[config.mk]
export PLATFORM = sky130hd
export DESIGN_NAME = mem_arbiter_nch
export DESIGN_NICKNAME = d
export VERILOG_FILES = /design/src/rtl/mem_arbiter_nch.sv
export SDC_FILE = /design/constraint.sdc
export NUM_CORES = 1
export LEC_CHECK = 0
export CAP_MARGIN = 25
export CORE_UTILIZATION = 51
export DETAILED_ROUTE_END_ITERATION = 12
export DONT_BUFFER_PORTS = 1
export PLACE_DENSITY_LB_ADDON = 0.2
export SYNTH_ARGS = -nofsm -noshare
export SYNTH_HDL_FRONTEND = slang
export SYNTH_SLANG_ARGS = --single-unit
[constraint.sdc]
create_clock -name clk -period 2.1 [get_ports clk]
set_input_delay 0.315 -clock clk [delete_from_list [all_inputs] [get_ports clk]]
set_output_delay 0.315 -clock clk [all_outputs]
set_load 0.02 [all_outputs]
[src/rtl/mem_arbiter_nch.sv]
// mem_arbiter_nch: N-channel arbiter for a single request/response memory port.
// Selection is fixed-priority (channel 0 highest) or round-robin, chosen by RR_MODE.
// An accepted transaction is latched and held on the memory port until mem_resp.
// The completion pulse is then routed back to the owning channel only.
// Optional macro ARB_STARVE_GUARD_EN adds a per-channel wait counter. A channel
// that has waited STARVE_LIMIT grants is promoted above all non-starved channels.
module mem_arbiter_nch #(
    parameter int NUM_CH       = 2,
    parameter int ADDR_W       = 16,
    parameter int DATA_W       = 16,
    parameter int MASK_W       = 2,
    parameter int RR_MODE      = 0,
    parameter int STARVE_LIMIT = 4
) (
    input  logic                       clk,
    input  logic                       rst_n,
    input  logic [NUM_CH-1:0]          req_read,
    input  logic [NUM_CH-1:0]          req_write,
    input  logic [NUM_CH*ADDR_W-1:0]   req_addr,
    input  logic [NUM_CH*DATA_W-1:0]   req_wdata,
    input  logic [NUM_CH*MASK_W-1:0]   req_wmask,
    output logic [NUM_CH-1:0]          req_resp,
    output logic [DATA_W-1:0]          req_rdata,
    output logic [NUM_CH-1:0]          grant,
    output logic                       busy,
    output logic                       mem_read,
    output logic                       mem_write,
    output logic [ADDR_W-1:0]          mem_address,
    output logic [DATA_W-1:0]          mem_wdata,
    output logic [MASK_W-1:0]          mem_byte_enable,
    input  logic                       mem_resp,
    input  logic [DATA_W-1:0]          mem_rdata
);

    localparam int PTR_W = $clog2(NUM_CH);

    // Reject parameter sets the selection logic was not built for.
    if (NUM_CH < 2 || NUM_CH > 8 || STARVE_LIMIT < 1) begin : g_param_check
        $error("mem_arbiter_nch: NUM_CH must be 2..8 and STARVE_LIMIT >= 1");
    end

    typedef enum logic {
        IDLE = 1'b0,
        BUSY = 1'b1
    } state_t;

    state_t                state_reg;
    state_t                state_next;
    logic                  grant_event;
    logic                  txn_done;

    logic [NUM_CH-1:0]     active;
    logic                  win_found;
    logic [PTR_W-1:0]      win_idx;
    logic [PTR_W:0]        rr_sum;

    logic [NUM_CH-1:0]     sel_grant;
    logic [ADDR_W-1:0]     sel_addr;
    logic [DATA_W-1:0]     sel_wdata;
    logic [MASK_W-1:0]     sel_mask;
    logic                  sel_write;

    logic [NUM_CH-1:0]     grant_reg;
    logic                  mem_read_reg;
    logic                  mem_write_reg;
    logic [ADDR_W-1:0]     addr_reg;
    logic [DATA_W-1:0]     wdata_reg;
    logic [MASK_W-1:0]     mask_reg;
    logic [PTR_W-1:0]      rr_ptr_reg;

    // A channel is requesting when either its read or write line is high.
    for (genvar gi = 0; gi < NUM_CH; gi++) begin : g_active
        assign active[gi] = req_read[gi] | req_write[gi];
    end

`ifdef ARB_STARVE_GUARD_EN
    localparam int CNT_W = $clog2(STARVE_LIMIT + 1);

    logic [CNT_W-1:0]      wait_cnt_reg [NUM_CH];
    logic [NUM_CH-1:0]     starved;

    for (genvar gi = 0; gi < NUM_CH; gi++) begin : g_starved
        assign starved[gi] = active[gi] && (wait_cnt_reg[gi] == CNT_W'(STARVE_LIMIT));
    end

    // Count the grants a requesting channel loses; saturate at the limit.
    always_ff @(posedge clk or negedge rst_n) begin
        if (!rst_n) begin
            for (int i = 0; i < NUM_CH; i++) begin
                wait_cnt_reg[i] <= '0;
            end
        end else begin
            for (int i = 0; i < NUM_CH; i++) begin
                if (!active[i]) begin
                    wait_cnt_reg[i] <= '0;
                end else if (grant_event) begin
                    if (sel_grant[i]) begin
                        wait_cnt_reg[i] <= '0;
                    end else if (wait_cnt_reg[i] != CNT_W'(STARVE_LIMIT)) begin
                        wait_cnt_reg[i] <= wait_cnt_reg[i] + 1'b1;
                    end
                end
            end
        end
    end
`endif

    // Choose the winning channel index among the active requesters.
    always_comb begin
        win_found = 1'b0;
        win_idx   = '0;
        rr_sum    = '0;
        if (RR_MODE == 0) begin
            // Walk downwards so the lowest active index is the last one written.
            for (int i = NUM_CH - 1; i >= 0; i--) begin
                if (active[i]) begin
                    win_found = 1'b1;
                    win_idx   = PTR_W'(i);
                end
            end
        end else begin
            // Search from pointer+1 upwards, wrapping modulo NUM_CH (any NUM_CH).
            for (int k = 0; k < NUM_CH; k++) begin
                rr_sum = {1'b0, rr_ptr_reg} + (PTR_W+1)'(k + 1);
                if (rr_sum >= (PTR_W+1)'(NUM_CH)) begin
                    rr_sum = rr_sum - (PTR_W+1)'(NUM_CH);
                end
                if (!win_found && active[rr_sum[PTR_W-1:0]]) begin
                    win_found = 1'b1;
                    win_idx   = rr_sum[PTR_W-1:0];
                end
            end
        end
`ifdef ARB_STARVE_GUARD_EN
        // Starved channels override the normal choice, lowest index first.
        if (|starved) begin
            win_found = 1'b1;
            for (int i = NUM_CH - 1; i >= 0; i--) begin
                if (starved[i]) begin
                    win_idx = PTR_W'(i);
                end
            end
        end
`endif
    end

    // Pick out the winner's request payload and build its one-hot grant.
    always_comb begin
        sel_grant = '0;
        sel_addr  = '0;
        sel_wdata = '0;
        sel_mask  = '0;
        sel_write = 1'b0;
        for (int i = 0; i < NUM_CH; i++) begin
            if (win_idx == PTR_W'(i)) begin
                sel_grant[i] = win_found;
                sel_addr     = req_addr[i*ADDR_W +: ADDR_W];
                sel_wdata    = req_wdata[i*DATA_W +: DATA_W];
                sel_mask     = req_wmask[i*MASK_W +: MASK_W];
                sel_write    = req_write[i];
            end
        end
    end

    // FSM state register.
    always_ff @(posedge clk or negedge rst_n) begin
        if (!rst_n) begin
            state_reg <= IDLE;
        end else begin
            state_reg <= state_next;
        end
    end

    // FSM next state: accept a request in IDLE, finish on mem_resp in BUSY.
    always_comb begin
        state_next  = state_reg;
        grant_event = 1'b0;
        txn_done    = 1'b0;
        case (state_reg)
            IDLE: begin
                if (win_found) begin
                    state_next  = BUSY;
                    grant_event = 1'b1;
                end
            end
            BUSY: begin
                if (mem_resp) begin
                    state_next = IDLE;
                    txn_done   = 1'b1;
                end
            end
            default: state_next = IDLE;
        endcase
    end

    // Latch the granted transaction and hold it until the memory completes.
    always_ff @(posedge clk or negedge rst_n) begin
        if (!rst_n) begin
            grant_reg     <= '0;
            mem_read_reg  <= 1'b0;
            mem_write_reg <= 1'b0;
            addr_reg      <= '0;
            wdata_reg     <= '0;
            mask_reg      <= '0;
            rr_ptr_reg    <= PTR_W'(NUM_CH - 1);
        end else if (grant_event) begin
            grant_reg     <= sel_grant;
            // Write wins when a channel illegally raises both lines.
            mem_read_reg  <= ~sel_write;
            mem_write_reg <= sel_write;
            addr_reg      <= sel_addr;
            wdata_reg     <= sel_wdata;
            mask_reg      <= sel_mask;
            rr_ptr_reg    <= win_idx;
        end else if (txn_done) begin
            grant_reg     <= '0;
            mem_read_reg  <= 1'b0;
            mem_write_reg <= 1'b0;
        end
    end

    assign grant           = grant_reg;
    assign busy            = (state_reg == BUSY);
    assign mem_read        = mem_read_reg;
    assign mem_write       = mem_write_reg;
    assign mem_address     = addr_reg;
    assign mem_wdata       = wdata_reg;
    assign mem_byte_enable = mask_reg;
    // Completion goes straight through in the cycle mem_resp arrives.
    assign req_resp        = (state_reg == BUSY && mem_resp) ? grant_reg : '0;
    assign req_rdata       = (state_reg == BUSY) ? mem_rdata : '0;

endmodule

# Word-level counts from Yosys, hierarchy flattened
# Index checks and enable logic that the tools add are counted.
word_totals:
  register_bits: 39
  out_inout_bits: 57
  wordCells: 35
classes:
  n_mux: 22
  bitwise_logic: 4
  reduce_logical: 2
ops:
  columns: ["op", "count"]
  rows:
  - ["16-bit 2-to-1 mux", 3]
  - ["1-bit 2-to-1 mux", 14]
  - ["2-bit 2-to-1 mux", 4]
  - ["1-bit NOT", 2]
  - ["1-bit bitwise OR", 2]
  - ["1-bit one-hot mux with 2 select lines", 1]
  - ["2-bit nonzero test", 1]
  - ["1-bit logical AND", 1]

# Depth between registers and ports, before layout
# Gate-level depths: netlist of run 1.
logic_depth:
  word_depth: 6
  ltp_mapped: 5

# Worst setup path after synthesis of run 1
# No wires, ideal clock.
synth_timing:
  path_type: "flip-flop to output port"
  start: "reg state_reg, in the netlist busy"
  end: "out req_rdata[0]"
  arrival_time_ns: 1.251
  required_ns: 1.785
  slack_ns: 0.534
  path_stages_with_launch: 4
  cell_sequence: "dfrtp_1 -> clkbuf_1 -> clkbuf_1 -> and2_1"
synth_via:
  elab_chain_len: 1
synth_lines:
  columns: ["element", "line", "source"]
  rows:
  - ["start, declared", "47", "state_t state_reg;"]
  - ["start signal, assigned", "170", "state_reg <= state_next;"]
  - ["16-bit 2-to-1 mux", "231", "assign req_rdata = (state_reg == BUSY) ? mem_rdata : '0;"]
  - ["end, declared", "23", "output logic [DATA_W-1:0] req_rdata,"]
# Every way passes these cells.

# Worst setup path after layout of run 1
layout_timing:
  start: "reg state_reg, in the netlist busy"
  end: "out req_resp[1]"
layout_via:
  elab_chain_len: 2
layout_lines:
  columns: ["element", "line", "source"]
  rows:
  - ["1-bit logical AND", "230", "assign req_resp = (state_reg == BUSY && mem_resp) ? grant_reg : '0;"]
  - ["2-bit 2-to-1 mux", "230", null]
  - ["end, declared", "22", "output logic [NUM_CH-1:0] req_resp,"]
# Every way passes these cells.

==> reports/qor.csv, run 1 <==
stage,metric,value,unit
grt,vias in the first global route,1468,
placed_design,I/O Buffers,0,
sta,Final Hold Fails,0,
power,power per cell area,1050,mW/mm2
clock_network,Worst-path clk slew,0.07,ns
floorplanning,I/O pin cnt,148,
synth,register area share after synthesis,51.4,%
grt,met3 Use GR,10.8,%
sta,Period minus WS final,1.65,ns
setup_path,Worst setup EP type,output pin,
synth,Unique masters post-synth,22,
layout,share of layout cells above drive strength 1,11.8,%
layout,diode count,0,
routing,via count,1431,
sta,Tcrit/Tclk final,78.5,%
grt,gr ovfl total,0,
sta,Achievable Freq,607,MHz
placed_design,Placer Congestion,0.814,
routing,# DRC,0,
sta,RSZ-0062 raised after global routing,no,
synth,Synth warnings,0,
layout,filler instances,269,
flow_run,Max Cap Viol,0,
synth,Synth Cell Area,0.00190,mm2
floorplanning,# rows,21,
sta,setup TNS,0,ns
power,static leakage,0.770,nW
setup_path,critical path startpoint category,register,
synth,average instance area after synthesis,11.7,um2
synth,Yosys reg bits,39,
run_status,outcome,"finished, final reports clean",
routing,drt initial violations,117,
sta,endpoints failing setup,0,
clock_network,Worst-Skew Late Latency,0.29,ns
hold_path,worst min-delay path class,primary input to register,
floorplanning,Core Region,0.00344,mm2
synth,Synthesized Nets,253,
setup_path,r2r startpoint,busy,
clock_network,clock sinks,39,
layout,multi-input logic area,828,um2
placed_design,HPWL Detailed,3.32,mm
routing,Via density,6.91,
synth,Synth area leaders,"dfrtp_1, o221a_1, or3_1",
setup_path,CP Buf/Inv Count,1,
setup_path,Required @ worst endpoint,1.78,ns
setup_path,Worst Path Arrival,1.33,ns
clock_network,H-tree levels,2,
floorplanning,Die X,63.0,um
layout,Register Area,976,um2
power,"IR drop worst, VDD",0.000410,V
setup_path,CP max FO,40,
routing,Detail Route Antenna Nets,0,
sta,Final Skew,0.00729,ns
grt,largest net degree at the start of global routing,41,
grt,met2 Use GR,42.6,%
setup_path,Crit Path Category,register to output pin,
setup_path,worst-path cell chain,buf_4 > and3_1,
synth,gate count after technology mapping,162,
setup_path,CP peak stage delay,0.37,ns
synth,post-synth top area share,51.4,%
clock_network,CTS root buffer,clkbuf_8,
floorplanning,initial core utilization,55.2,%
grt,gr usage total,24.6,%
grt,first-pass GRT wire length,7.47,mm
grt,met1 usage,27.1,%
layout,Final #Nets,251,
grt,initial antenna violation count,0,
sta,"Slew Viols, Final",0,
sta,hold slack,0.120,ns
layout,area grow syn2layout,8.76,%
clock_network,"Gates resized, CTS repair",0,
clock_network,CTS tree,yes,
routing,drt wl/cell,22.6,um
setup_path,CP max-delay cell,dfrtp_1,
clock_network,Longest Clk Path Bufs,2,
routing,Post-Route WL,4.67,mm
setup_path,Critical Path Start,busy,
routing,first-pass iteration count of the detailed router,4,
sta,worst slew pin tran,0.575,ns
grt,busiest grt layer,met2,
floorplanning,Die Ht,63.0,um
synth,Synth area leader,dfrtp_1,
floorplanning,die area,0.00397,mm2
setup_path,CP top delay family,flip-flops,
hold_path,hold path start,mem_resp,
clock_network,Num CTS Buffers,5,
sta,Worst slew margin,61.3,%
## layout by cell type, fill, tap and decap left out, types with 3 or more instances in the layout
cell type | Yosys | layout
buf_4 | 0 | 5
dfrtp_1 | 39 | 39
and2_1 | 16 | 16
nand2_1 | 3 | 3
clkbuf_8 | 0 | 5
o221a_1 | 30 | 30
or3_1 | 35 | 35
o221a_2 | 4 | 4
o21ai_0 | 3 | 3
## stage by stage
step	instances	worst slack [ns]	area (um2)	utilization, %	total power, mW
2_1_floorplan	162	0.534	1900	-	1.37
3_3_place_gp	197	0.559	1900	55.3	1.42
3_5_place_dp	197	0.497	1900	55.3	1.44
4_1_cts	207	0.438	2070	60.0	2.19
5_1_grt	207	0.379	2070	60.0	2.26
6_report	207	0.452	2070	60.0	2.18
## worst paths after layout
check	slack [ns]	cells past startpoint	endpoint
min in group asynchronous	0.48	2	mem_address[14]
max in group asynchronous	1.42	2	grant[1]
hold / removal	0.12	1	busy
setup reg to reg	0.58	4	mem_address[2]
hold reg to reg	0.66	2	mem_write
setup / recovery	0.45	2	req_resp[1]
## synthesized netlist by cell type
| library cell | count |
|---|---|
| buf_6 | 4 |
| o31ai_1 | 1 |
| nand2_1 | 3 |
| buf_2 | 3 |
| nor2b_1 | 1 |
| a21oi_1 | 2 |
| or3_1 | 35 |
| nor2_1 | 3 |
| dfrtp_1 | 39 |
| o221a_2 | 4 |
| nor4_1 | 1 |
| and2_1 | 16 |
| mux2_2 | 1 |
| or2_1 | 1 |
| clkbuf_1 | 9 |
| and3_1 | 2 |
| o221a_1 | 30 |
| a221oi_1 | 1 |
| inv_1 | 1 |
| a21boi_0 | 1 |
| mux2i_1 | 1 |
| o21ai_0 | 3 |
## layout make-up
class | instances | share of cell area [%]
Clock inverter | 2 | 2.91
Timing Repair Buffer | 7 | 3.27
Sequential cell | 39 | 47.2
Inverter | 1 | 0.182
Tap cell | 46 | 2.79
Clock buffer | 6 | 3.51
Multi-Input combinational cell | 106 | 40.1
## logic make-up (layout without fill, tap and decap cells)
group / after synthesis / count (layout) / synth area share [%]
simple gates: 62 / 62 / 19.6
compound gates: 42 / 42 / 22.7
flops: 39 / 39 / 51.4
buf+inv: 17 / 16 / 5.14
mux: 2 / 2 / 1.12
## metal layers
layer	up-vias	wire length, um
met4	0	63
met3	7	459
li1	624	-
met2	99	2440
met1	701	1710
met5	-	0
## where the power goes
part,switching (mW),leakage [nW],internal (mW)
Sequential,0.261,0.435,0.877
Clock,0.257,0.0654,0.475
Combinational,0.159,0.269,0.147
Total,0.678,0.770,1.50
## timing repair
| item | in CTS | in global routing |
|---|---|---|
| buffers inserted | 0 | 0 |
| hold buffers | 2 | 0 |
| hold endpoints to repair | 39 | 0 |
(Power assumes the default switching activity.)
==> inputs of run 2 (changes only) <==
==> constraint.sdc (replaced) <==
create_clock -name clk -period 1.6 [get_ports clk]
set_input_delay 0.24 -clock clk [delete_from_list [all_inputs] [get_ports clk]]
set_output_delay 0.24 -clock clk [all_outputs]
set_load 0.02 [all_outputs]
==> run 2 against run 1 <==
Against the previous run:
- worst setup slack worse by 0.33 ns
- combinational power up 37%
- sequential share of layout area down 0.68 points
- sequential power up 31%
- count of clock-buffer cells in the layout unchanged
- highest routed layer unchanged
- die area unchanged
- critical path type unchanged
- total power up 26%
- utilization up 0.87 points
==> reports/qor.csv, run 2 (synthesis gave the netlist of run 1 again) <==
stage,metric,value,unit
run_status,outcome,"finished, final reports clean",
setup_path,worst reg2reg setup slack,0.18,ns
placed_design,I/O Buffers,0,
clock_network,CTS root buffer,clkbuf_8,
layout,"commonest non-fill, non-tap cell in the layout",dfrtp_1,
setup_path,Required @ worst endpoint,1.36,ns
placed_design,HPWL Detailed,3.27,mm
setup_path,Crit Path Category,register to output pin,
power,Seq pwr share,54.3,%
grt,vias in the first global route,1368,
routing,first-pass iteration count of the detailed router,4,
clock_network,Longest Clk Path Bufs,2,
setup_path,R2R Path End,mem_byte_enable[0],
layout,area grow syn2layout,10.3,%
hold_path,Hold Path Sink,busy,
clock_network,clock sinks,39,
sta,"Slew Viols, Final",0,
sta,worst slew pin tran,0.482,ns
flow_run,Max Cap Viol,0,
clock_network,Worst-path clk slew,0.08,ns
sta,Final Hold Fails,0,
layout,share of layout cells above drive strength 1,13.0,%
hold_path,worst min-delay path class,primary input to register,
floorplanning,Die Ht,63.0,um
sta,Period minus WS final,1.48,ns
setup_path,Critical Path Start,busy,
clock_network,Worst-Skew Late Latency,0.28,ns
clock_network,Setup Buffers After CTS,0,
power,Switching Fraction,32.3,%
sta,endpoints failing setup,0,
floorplanning,Die X,63.0,um
layout,diode count,0,
layout,Final #Nets,252,
power,"IR drop worst, VDD",0.000541,V
setup_path,Worst Path Arrival,1.24,ns
routing,# DRC,0,
power,Gate power share,15.3,%
layout,"commonest cells after routing, fill and taps aside","dfrtp_1, or3_1, o221a_1, and2_1, clkbuf_8",
sta,RSZ-0062 raised after global routing,no,
sta,setup TNS,0,ns
setup_path,r2r startpoint,busy,
setup_path,worst reg-to-reg path cell count,3,
routing,Detail Route Antenna Nets,0,
sta,Final Skew,0.00651,ns
setup_path,CP max FO,60,
placed_design,"Cell Area, Placed",0.00195,mm2
placed_design,Placer Congestion,0.812,
setup_path,Worst setup EP type,output pin,
routing,drt initial violations,104,
floorplanning,die area,0.00397,mm2
power,internal power,1.86,mW
floorplanning,I/O pin cnt,148,
hold_path,Worst Hold Depth,1,
power,Net Switching,886,uW
layout,Register Area,976,um2
clock_network,CTS tree,yes,
clock_network,Num CTS Buffers,5,
floorplanning,Core Region,0.00344,mm2
layout,fin util,60.9,%
layout,multi-input logic area,828,um2
layout,cell area after layout,0.00210,mm2
placed_design,placed insts,198,
floorplanning,# rows,21,
power,power per cell area,1310,mW/mm2
sta,Worst slew margin,67.6,%
grt,gr usage total,24.2,%
power,static leakage,0.787,nW
routing,drt wl/cell,22.8,um
grt,largest net degree at the start of global routing,61,
sta,Final WS setup,0.118,ns
routing,via count,1416,
grt,gr ovfl total,0,
hold_path,hold path start,mem_resp,
sta,hold slack,0.0483,ns
sta,Achievable Freq,675,MHz
layout,Non-Filler Instances,208,
placed_design,pre-CTS WS,0.153,ns
power,clock power share,30.4,%
clock_network,H-tree levels,2,
routing,Via density,6.81,
grt,first-pass GRT wire length,7.32,mm
grt,initial antenna violation count,0,
power,PnR Total Power,2.75,mW
setup_path,critical path startpoint category,register,
layout,filler instances,275,
floorplanning,initial core utilization,55.2,%
routing,Post-Route WL,4.74,mm
sta,Tcrit/Tclk final,92.6,%
-- run 2: worst max-delay path, cell delays in order, from the launching register on --
cell     delay (ns)
dfrtp_1        0.40
buf_12         0.24
and3_1         0.31
-- run 2: layer usage --
layer  track usage (%)  vias up  wire [um]
met2              41.4       88       2490
met5                 0        -          0
met3              6.57        2        354
met4              8.43        0         23
li1                  -      624          -
met1              29.0      702       1880
-- run 2: worst max-delay path by stage --
stage	to	slack (ns)	depth (start not counted)
final	req_resp[0]	0.12	2
after global routing	req_resp[0]	0.06	2
after CTS	req_resp[1]	0.11	2
after detailed placement	mem_address[2]	0.15	4
after global placement	mem_wdata[11]	0.17	4
after floorplan	req_rdata[0]	0.11	3
-- run 2: cell type report --
type	count	share of cell area [%]
tap	46	2.75
sequential	39	46.6
timing repair buffer	8	5.37
inverter	1	0.179
multi-input combinational	106	39.5
clock buffer	6	3.94
clock inverter	2	1.67
-- run 2: timing repair --
item,in CTS,in global routing
endpoints found under the hold margin,39,0
hold buffers,2,0
gates resized for setup,0,0
-- run 2: power groups by stage --
stage	combinational [mW]	sequential (mW)	clock (mW)
2_1_floorplan	0.325	1.47	0
3_3_place_gp	0.375	1.51	0
3_5_place_dp	0.395	1.51	0
4_1_cts	0.424	1.49	0.850
5_1_grt	0.463	1.51	0.903
6_report	0.419	1.49	0.836
